$ cat src/rtl/dispense_pkg.sv
// Shared definitions for the beverage dispenser valve sequencer.
package dispense_pkg;

  localparam int NUM_INGREDIENTS = 5;

  // Step indices, in dispensing order; also the valve bit each step drives.
  localparam logic [2:0] WATER     = 3'd0;
  localparam logic [2:0] COFFEE    = 3'd1;
  localparam logic [2:0] SUGAR     = 3'd2;
  localparam logic [2:0] MILK      = 3'd3;
  localparam logic [2:0] CHOCOLATE = 3'd4;

  // state_output codes outside the step range.
  localparam logic [2:0] FINISHED_CODE = 3'd5;
  localparam logic [2:0] IDLE_CODE     = 3'd6;

  // A recipe step is either dispensing (valve open) or in its one-cycle gap.
  typedef enum logic [1:0] {
    S_IDLE,
    S_DISPENSE,
    S_GAP,
    S_FINISHED
  } state_t;

  // One-hot valve vector for a step index (caller guarantees step <= CHOCOLATE).
  function automatic logic [NUM_INGREDIENTS-1:0] step_onehot(input logic [2:0] step);
    return NUM_INGREDIENTS'(1) << step;
  endfunction

endpackage

$ cat src/rtl/dispense_sequencer_dose_timer.sv
// Dose timer: PRESCALE-cycle prescaler chained to a dose-unit down-counter.
// After load, expired rises once dose*PRESCALE-1 enabled cycles have elapsed,
// i.e. during the last of dose*PRESCALE dispensing cycles.
module dose_timer #(
  parameter int COUNT_W  = 8,
  parameter int PRESCALE = 4
) (
  input  logic               clock,
  input  logic               reset,
  input  logic               load,
  input  logic [COUNT_W-1:0] dose,
  input  logic               enable,
  output logic               expired
);

  localparam int PRE_W = (PRESCALE > 1) ? $clog2(PRESCALE) : 1;
  localparam logic [PRE_W-1:0] PRE_MAX = PRE_W'(PRESCALE - 1);

  logic [PRE_W-1:0]   r_pre;
  logic [COUNT_W-1:0] r_dose;

  // Last remaining cycle: final dose unit with the prescaler exhausted.
  assign expired = (r_dose == COUNT_W'(1)) && (r_pre == '0);

  // Reload on step entry; otherwise count down while enabled, stopping at expiry.
  always_ff @(posedge clock or negedge reset) begin
    if (!reset) begin
      r_pre  <= '0;
      r_dose <= '0;
    end else if (load) begin
      r_pre  <= PRE_MAX;
      r_dose <= dose;
    end else if (enable && !expired && (r_dose != '0)) begin
      if (r_pre == '0) begin
        r_pre  <= PRE_MAX;
        r_dose <= r_dose - COUNT_W'(1);
      end else begin
        r_pre  <= r_pre - PRE_W'(1);
      end
    end
  end

endmodule

$ cat src/rtl/dispense_sequencer.sv
// Recipe-driven valve sequencer: water, coffee, sugar, milk, chocolate,
// each open for dose*PRESCALE cycles then a one-cycle gap; pausable by hold,
// abortable by cancel. All outputs are registered.
module dispense_sequencer
  import dispense_pkg::*;
#(
  parameter int COUNT_W  = 8,
  parameter int PRESCALE = 4
) (
  input  logic                       clock,
  input  logic                       reset,
  input  logic                       start,
  input  logic                       cancel,
  input  logic                       hold,
  input  logic [COUNT_W-1:0]         dose_water,
  input  logic [COUNT_W-1:0]         dose_coffee,
  input  logic [COUNT_W-1:0]         dose_sugar,
  input  logic [COUNT_W-1:0]         dose_milk,
  input  logic [COUNT_W-1:0]         dose_chocolate,
  output logic [NUM_INGREDIENTS-1:0] valve,
  output logic                       busy,
  output logic                       done,
  output logic                       aborted,
  output logic [2:0]                 state_output
);

  state_t             r_state;
  state_t             w_next_state;
  logic [2:0]         r_step;
  logic [2:0]         w_next_step;
  logic [2:0]         w_inc_step;
  logic [COUNT_W-1:0] r_doses [NUM_INGREDIENTS];
  logic               w_latch;
  logic               w_load;
  logic [COUNT_W-1:0] w_load_dose;
  logic               w_abort;
  logic               w_expired;
  logic               w_timer_en;
  logic               w_held;

  logic [NUM_INGREDIENTS-1:0] r_valve;
  logic                       r_busy;
  logic                       r_done;
  logic                       r_aborted;
  logic [2:0]                 r_state_out;

  assign w_inc_step = r_step + 3'd1;

  // hold only matters once a recipe is running; FINISHED never re-enters a step.
  assign w_held = hold && (r_state != S_IDLE);

  // The timer advances only on non-hold dispensing cycles, so a pause neither
  // consumes nor adds open time.
  assign w_timer_en = !hold && (r_state == S_DISPENSE);

  dose_timer #(
    .COUNT_W  (COUNT_W),
    .PRESCALE (PRESCALE)
  ) u_timer (
    .clock   (clock),
    .reset   (reset),
    .load    (w_load),
    .dose    (w_load_dose),
    .enable  (w_timer_en),
    .expired (w_expired)
  );

  // Next-state logic: cancel beats everything, hold freezes a step in place.
  always_comb begin
    w_next_state = r_state;
    w_next_step  = r_step;
    w_latch      = 1'b0;
    w_load       = 1'b0;
    w_load_dose  = dose_water;
    w_abort      = 1'b0;
    case (r_state)
      S_IDLE: begin
        if (start && !cancel) begin
          w_latch      = 1'b1;
          w_load       = 1'b1;
          w_load_dose  = dose_water;
          w_next_step  = WATER;
          w_next_state = (dose_water != '0) ? S_DISPENSE : S_GAP;
        end
      end
      S_DISPENSE: begin
        if (cancel) begin
          w_abort      = 1'b1;
          w_next_state = S_IDLE;
        end else if (!hold && w_expired) begin
          w_next_state = S_GAP;
        end
      end
      S_GAP: begin
        if (cancel) begin
          w_abort      = 1'b1;
          w_next_state = S_IDLE;
        end else if (!hold) begin
          if (r_step == CHOCOLATE) begin
            w_next_state = S_FINISHED;
          end else begin
            w_next_step  = w_inc_step;
            w_load       = 1'b1;
            w_load_dose  = r_doses[w_inc_step];
            w_next_state = (r_doses[w_inc_step] != '0) ? S_DISPENSE : S_GAP;
          end
        end
      end
      S_FINISHED: begin
        w_abort      = cancel;
        w_next_state = S_IDLE;
      end
      default: begin
        w_next_state = S_IDLE;
      end
    endcase
  end

  // State and step registers.
  always_ff @(posedge clock or negedge reset) begin
    if (!reset) begin
      r_state <= S_IDLE;
      r_step  <= WATER;
    end else begin
      r_state <= w_next_state;
      r_step  <= w_next_step;
    end
  end

  // Recipe snapshot taken on an accepted start; untouched while busy.
  always_ff @(posedge clock or negedge reset) begin
    if (!reset) begin
      for (int i = 0; i < NUM_INGREDIENTS; i++) r_doses[i] <= '0;
    end else if (w_latch) begin
      r_doses[0] <= dose_water;
      r_doses[1] <= dose_coffee;
      r_doses[2] <= dose_sugar;
      r_doses[3] <= dose_milk;
      r_doses[4] <= dose_chocolate;
    end
  end

  // Registered outputs derived from the state being entered.
  always_ff @(posedge clock or negedge reset) begin
    if (!reset) begin
      r_valve     <= '0;
      r_busy      <= 1'b0;
      r_done      <= 1'b0;
      r_aborted   <= 1'b0;
      r_state_out <= IDLE_CODE;
    end else begin
      r_valve     <= ((w_next_state == S_DISPENSE) && !w_held) ? step_onehot(w_next_step) : '0;
      r_busy      <= (w_next_state != S_IDLE);
      r_done      <= (w_next_state == S_FINISHED);
      r_aborted   <= w_abort;
      r_state_out <= (w_next_state == S_IDLE)     ? IDLE_CODE :
                     (w_next_state == S_FINISHED) ? FINISHED_CODE : w_next_step;
    end
  end

  assign valve        = r_valve;
  assign busy         = r_busy;
  assign done         = r_done;
  assign aborted      = r_aborted;
  assign state_output = r_state_out;

endmodule
$ cat config.mk
export PLATFORM = sky130hd
export DESIGN_NAME = dispense_sequencer
export DESIGN_NICKNAME = d
export VERILOG_FILES = /design/src/rtl/dispense_pkg.sv /design/src/rtl/dispense_sequencer_dose_timer.sv /design/src/rtl/dispense_sequencer.sv
export SDC_FILE = /design/constraint.sdc
export NUM_CORES = 1
export LEC_CHECK = 0
export CORE_ASPECT_RATIO = 0.5
export CORE_MARGIN = 4
export CORE_UTILIZATION = 55
export DETAILED_ROUTE_END_ITERATION = 10
export GPL_TIMING_DRIVEN = 0
export PLACE_DENSITY_LB_ADDON = 0.08
export SLEW_MARGIN = 0
export SYNTH_ARGS = -nofsm -noshare
export SYNTH_HDL_FRONTEND = slang
export SYNTH_HIERARCHICAL = 1
export SYNTH_SLANG_ARGS = --single-unit
$ cat constraint.sdc
create_clock -name clock -period 6.6 [get_ports clock]
set_input_delay 1.32 -clock clock [delete_from_list [all_inputs] [get_ports clock]]
set_output_delay 1.32 -clock clock [all_outputs]
set_load 0.02 [all_outputs]
After elaboration in Yosys (flattened, before gate mapping):

Index checks and enable logic that the tools add are counted.

* register bits after elaboration: 66
* bits in latches: 0
* memory bits (writable): 0
* memory bits (read-only): 0
* input port bits: 45
* word-level logic and storage cells: 89
* memories kept: 0

* add/subtract/negate cells: 3
* multiply operators: 0
* div/mod/pow operators: 0
* magnitude comparators: 1
* eq/ne operators: 7
* shifts and indexed selects: 1
* mux-type cells: 38
* bitwise gates (word level): 1
* reductions and logical operators: 24

Operators by type and width (count)
* 2-to-1 mux 8 bit: 9
* binary-select mux 8 bit (select 3 bit): 1
* nonzero test 8 bit: 3
* 2-to-1 mux 2 bit: 11
* 2-to-1 mux 3 bit: 6
* == test 8 x 1 -> 1 bit (second input constant): 1
* logical AND 1 bit: 8
* one-hot mux 2 bit (4 select lines): 1
* nonzero test 2 bit: 4
* subtractor 8 x 1 -> 8 bit (second input constant): 1
* == test 2 bit (second input constant): 3
* zero test 2 bit: 3
* 2-to-1 mux 1 bit: 6
* one-hot mux 3 bit (2 select lines): 1
* 2-to-1 mux 5 bit: 1
* << shifter 1 x 3 -> 5 bit (first input constant): 1
* == test 2 x 1 -> 1 bit (second input constant): 2
* greater-or-equal comparator 4 bit (second input constant): 1
* zero test 1 bit: 4
* inverter 3 -> 4 bit: 1
* one-hot mux 1 bit (2 select lines): 2
* adder 3 x 1 -> 3 bit (second input constant): 1
* == test 3 bit (second input constant): 1
* AND reduction 2 bit: 1
* other kinds (2): 2

Longest topological paths before layout:

* depth in word-level cells: 14
* depth in mapped cells: 13
* mapped depth without buffers: 10

By module:

Netlist, hierarchy kept.

Modules (own cells, without submodules)
* dispense_sequencer: times used 1, cells each 297, area each 2708.8 um2, sequential area each 1403.8 um2
* dose_timer: times used 1, cells each 77, area each 691.9 um2, sequential area each 250.2 um2

Worst setup path before layout:

No wires, ideal clock.

* path type: flip-flop to flip-flop
* from: register r_step[0]
* to: register r_state_out[1], in the netlist state_output[1]
* library setup time: 0.083 ns
* data arrival time: 2.924 ns
* data required time: 6.517 ns
* setup slack: 3.593 ns
* stages on the path, launching flop included: 13
* path buffers: 3
* period minus slack after synthesis: 3.007 ns
* cell sequence: dfrtp_1 > buf_2 > buf_2 > inv_1 > ha_1 > inv_1 > and3_1 > buf_4 > a222oi_1 > nor4bb_2 > a21oi_1 > or2_4 > maj3_2

* longest elaborated chain between the ends: 14

RTL lines
* start: declaration: line dispense_sequencer.sv:29 `logic [2:0] r_step;`
* start signal: assignment: line dispense_sequencer.sv:126 `r_step <= w_next_step;`
* adder 3 x 1 -> 3 bit: line dispense_sequencer.sv:47 `assign w_inc_step = r_step + 3'd1;`
* inverter 3 -> 4 bit (implied by the code): line dispense_sequencer.sv:105 `w_next_state = (r_doses[w_inc_step] != '0) ? S_DISPENSE : S_GAP;`
* binary-select mux 8 bit (select 3 bit): line dispense_sequencer.sv:105
* 2-to-1 mux 8 bit (implied by the code) (2 in a row): line dispense_sequencer.sv:105
* nonzero test 8 bit: line dispense_sequencer.sv:105
* 2-to-1 mux 2 bit: line dispense_sequencer.sv:105
* 2-to-1 mux 2 bit: line dispense_sequencer.sv:99 `if (r_step == CHOCOLATE) begin`
* 2-to-1 mux 2 bit: line dispense_sequencer.sv:98 `end else if (!hold) begin`
* 2-to-1 mux 2 bit: line dispense_sequencer.sv:95 `if (cancel) begin`
* one-hot mux 2 bit (4 select lines): line dispense_sequencer.sv:76 `case (r_state)`
* == test 2 bit: line dispense_sequencer.sv:157 `(w_next_state == S_FINISHED) ? FINISHED_CODE : w_next_step;`
* 2-to-1 mux 3 bit: line dispense_sequencer.sv:157
* 2-to-1 mux 3 bit *: line dispense_sequencer.sv:156 `r_state_out <= (w_next_state == S_IDLE) ? IDLE_CODE :`
* end signal: assignment: line dispense_sequencer.sv:156
* end: declaration: line dispense_sequencer.sv:45 `logic [2:0] r_state_out;`

Every way passes the cells marked *; elsewhere a longest branch is shown, timed or not. The select of a mux whose other input is x is not followed.
A chain may end at the register's enable or synchronous reset.

Worst setup path in the final report:

* from: register r_step[0]
* to: register r_state_out[0], in the netlist state_output[0]

* longest elaborated chain between the ends: 14

RTL lines
* adder 3 x 1 -> 3 bit: line dispense_sequencer.sv:47
* inverter 3 -> 4 bit (implied by the code): line dispense_sequencer.sv:105
* binary-select mux 8 bit (select 3 bit): line dispense_sequencer.sv:105
* 2-to-1 mux 8 bit (implied by the code) (2 in a row): line dispense_sequencer.sv:105
* nonzero test 8 bit: line dispense_sequencer.sv:105
* 2-to-1 mux 2 bit: line dispense_sequencer.sv:105
* 2-to-1 mux 2 bit *: line dispense_sequencer.sv:99
* 2-to-1 mux 2 bit *: line dispense_sequencer.sv:98
* 2-to-1 mux 2 bit *: line dispense_sequencer.sv:95
* one-hot mux 2 bit (4 select lines) *: line dispense_sequencer.sv:76
* net w_next_state[0]: line dispense_sequencer.sv:28 `state_t w_next_state;`
* == test 2 bit: line dispense_sequencer.sv:157
* 2-to-1 mux 3 bit: line dispense_sequencer.sv:157
* 2-to-1 mux 3 bit *: line dispense_sequencer.sv:156

Mark *: on every way through the listed nets, which the timed path passes. The rest lies on a longest branch. The select of a mux whose other input is x is not followed.

==> results.cfg <==
[floorplanning]
ioPinCount = 56
die_width_um = 119
num_rows = 19
die_h_um = 63.6
start_util_pct = 59.4
die_area_um2 = 7580
coreArea_um2 = 5730

[logic_synthesis]
synth_compound_area_share_pct = 8.98
synth.net_count = 425
synthCells = 374
ys_top_cells_by_area = dfrtp_1 (47%), nand2_1 (15%), mux2_2 (5.6%)
yosys_most_used_dff = dfrtp_1
synth_xor_area_share_pct = 2.02
yosysUniqueCellTypes = 53
synth_enable_flop_cells = 0
synth_top_area_share_pct = 47.1
synthAdderAreaFrac_pct = 2.87
yosys.area_share.simple_pct = 26.6
avgSynthCellArea_um2 = 9.09
synth_most_common_cell = nand2_1
postSynth.asyncResetShare_pct = 100
ys_ff_latch = 66
yosys.area.top_type = dfrtp_1
yosysWarningCount = 6
synthMuxAreaShare_pct = 7.40
synth_top_family_by_area = simple AND/OR/NAND/NOR gates
synth_common_cells = nand2_1 (137), dfrtp_1 (64), nor2_1 (19)
ys_seq_area_share_pct = 48.6
post_synth_instance_area_um2 = 3400

[clock_tree]
clock_latency_ps = 340
clk_pin_slew_ps = 50
postCtsResizedCells = 0
cts_root_buffer = clkbuf_16
clk_path_buf_depth = 2
cts_hold_buf = 0
cts_tree = built
post-cts-setup-buffers = 0
htreeDepth = 3
cts_sinks = 66
cts_buffers = 9

[pwr]
power_density_nw_per_um2 = 297
p_seq_share_pct = 41.6
p_int_uw = 917
swShare_pct = 29.2
ir_worst_vdd_mv = 0.225
pwr-share-comb_pct = 22.3
power.share.clock_pct = 36.1
power_switching_uw = 378
leakagePower_uw = 0.00201

[sta]
hold_viol = 0
fin_crit_ps = 3730
finalCritPeriodShare_pct = 56.5
tightestPinTransition_ps = 619
setup_ws_ps = 2870
setup_viol = 0
rsz0062_at_grt = false
fin_worst_skew_ps = 4.37
max_freq_ghz = 0.268
timing.hold.ws_ps = 471
slew_headroom_pct = 58.6
finalSetupTns_ps = 0
slew_viol_final = 0

[placement]
gp_congestion = 0.828
placed_cells = 514
placedInstanceArea_um2 = 4070
place_ws_ps = 2870
portBuffers = 55
dp_hpwl_um = 6020

[cells_and_area]
area_growth_pct = 28.1
fillCellCount = 412
layout.nets = 492
diodes = 0
seqCellArea_um2 = 1650
multi_input_area_um2 = 1630
drive_gt1_share_pct = 11.5
fin_cells = 529
fin_area_um2 = 4360

[critical_path]
start_kind = register
path_max_fanout = 10
worstPathArrival_ps = 3950
r2r_cells = 11
required_ps = 6820
criticalPathCategory = reg2reg
endpoint_kind = register

[drt]
drt-total-wl_um = 8330
routedWlPerCell_um = 15.7
drc_errors = 0
drtAntennaViolNets = 0
via_count = 2893
drt_pass1_iterations = 7
drt_iter0_drc = 252
routed_via_density = 5.47

[grt]
grt_first_pass_wirelength_um = 14000
grt_max_degree = 43
antenna_found_initial = 0
grt.total_usage_pct = 23.5
grt_pass1_vias = 2851
grt_overflow = 0

[min_path]
hold_depth = 2
worstHoldPathType = reg2reg

[status]
status = finished clean

[job]
max_cap_viol_count = 0
==> cells in the final DEF (no fill, tap or decap), drive strengths merged, types with 3 or more instances in the layout <==
cell,count
clkdlybuf4s50,54
nor2b,3
nand3,9
inv,14
ha,6
mux2,17
or2,3
mux2i,6
a221o,7
o21ai,8
dfrtp,64
buf,6
nand2,137
nor2,19
a21oi,6
nor4,6
nor3,12
xnor2,6
clkbuf,24
==> sequential cells by signal (all words and copies together), names as in the netlist <==
name            cells
u_timer/r_pre       2
state_output        3
u_timer/r_dose      8
r_state             2
busy                1
valve               5
r_step              3
done                1
aborted             1
r_doses            40
==> worst max-delay path: stages, from the launching register on <==
cell and delay, ps:
dfrtp_1 350, buf_2 240, buf_2 330, inv_1 130, ha_1 390, inv_1 160
and3_1 170, buf_4 150, a222oi_1 570, nor4bb_2 370, a41oi_1 330, maj3_2 400
==> cell type report <==
cell class | instances | share of cell area, %
plain buffers | 16 | 1.55
clock buffers | 12 | 5.66
clock inverters | 3 | 0.919
inverters | 14 | 1.21
multi-input cells | 278 | 37.3
flip-flops and latches | 66 | 38.0
well taps | 84 | 2.41
repair buffers | 56 | 13.0
==> worst paths after layout <==
check / startpoint / to / slack (ps)
worst max-delay path: r_step[0] / state_output[0] / 2870
worst min-delay path: r_doses[21] / r_doses[21] / 470
worst max register to register: r_step[0] / state_output[0] / 2870
worst min register to register: r_doses[21] / r_doses[21] / 470
max in group asynchronous: reset / r_doses[23] / 5000
min in group asynchronous: reset / valve[3] / 980
==> per-stage QoR <==
step / power [uW] / utilization [%]
after floorplan: 721 / -
after global placement: 809 / 70.8
after detailed placement: 828 / 71.1
after CTS: 1300 / 76.1
after global routing: 1360 / 76.1
final: 1290 / 76.1
==> metal layers <==
layer  vias to the layer above  global-route usage, %  part of all wire, %
met5                         -                      0                    0
met4                         0                   6.93                  1.3
met3                        15                   7.95                  7.5
met2                       118                   35.3                   45
met1                      1366                   32.5                   46
li1                       1394                      -                    -
==> power by group through the flow <==
stage | clock network (uW) | logic, uW | registers, uW
global placement | 0 | 270 | 539
CTS | 470 | 288 | 538
global route | 488 | 322 | 548
floorplan | 0 | 185 | 536
detailed placement | 0 | 285 | 543
finish | 467 | 289 | 539
==> kinds of logic (layout without fill, tap and decap cells) <==
| group | after synthesis | count (layout) |
|---|---|---|
| adders and majority gates | 8 | 8 |
| DFF | 66 | 66 |
| and+or+nand+nor | 201 | 201 |
| AOI/OAI and AO/OA | 39 | 39 |
| muxes | 23 | 23 |
| xor gates and xnor gates | 7 | 7 |
| buffers and inverters | 30 | 101 |
(Power assumes the default switching activity.)
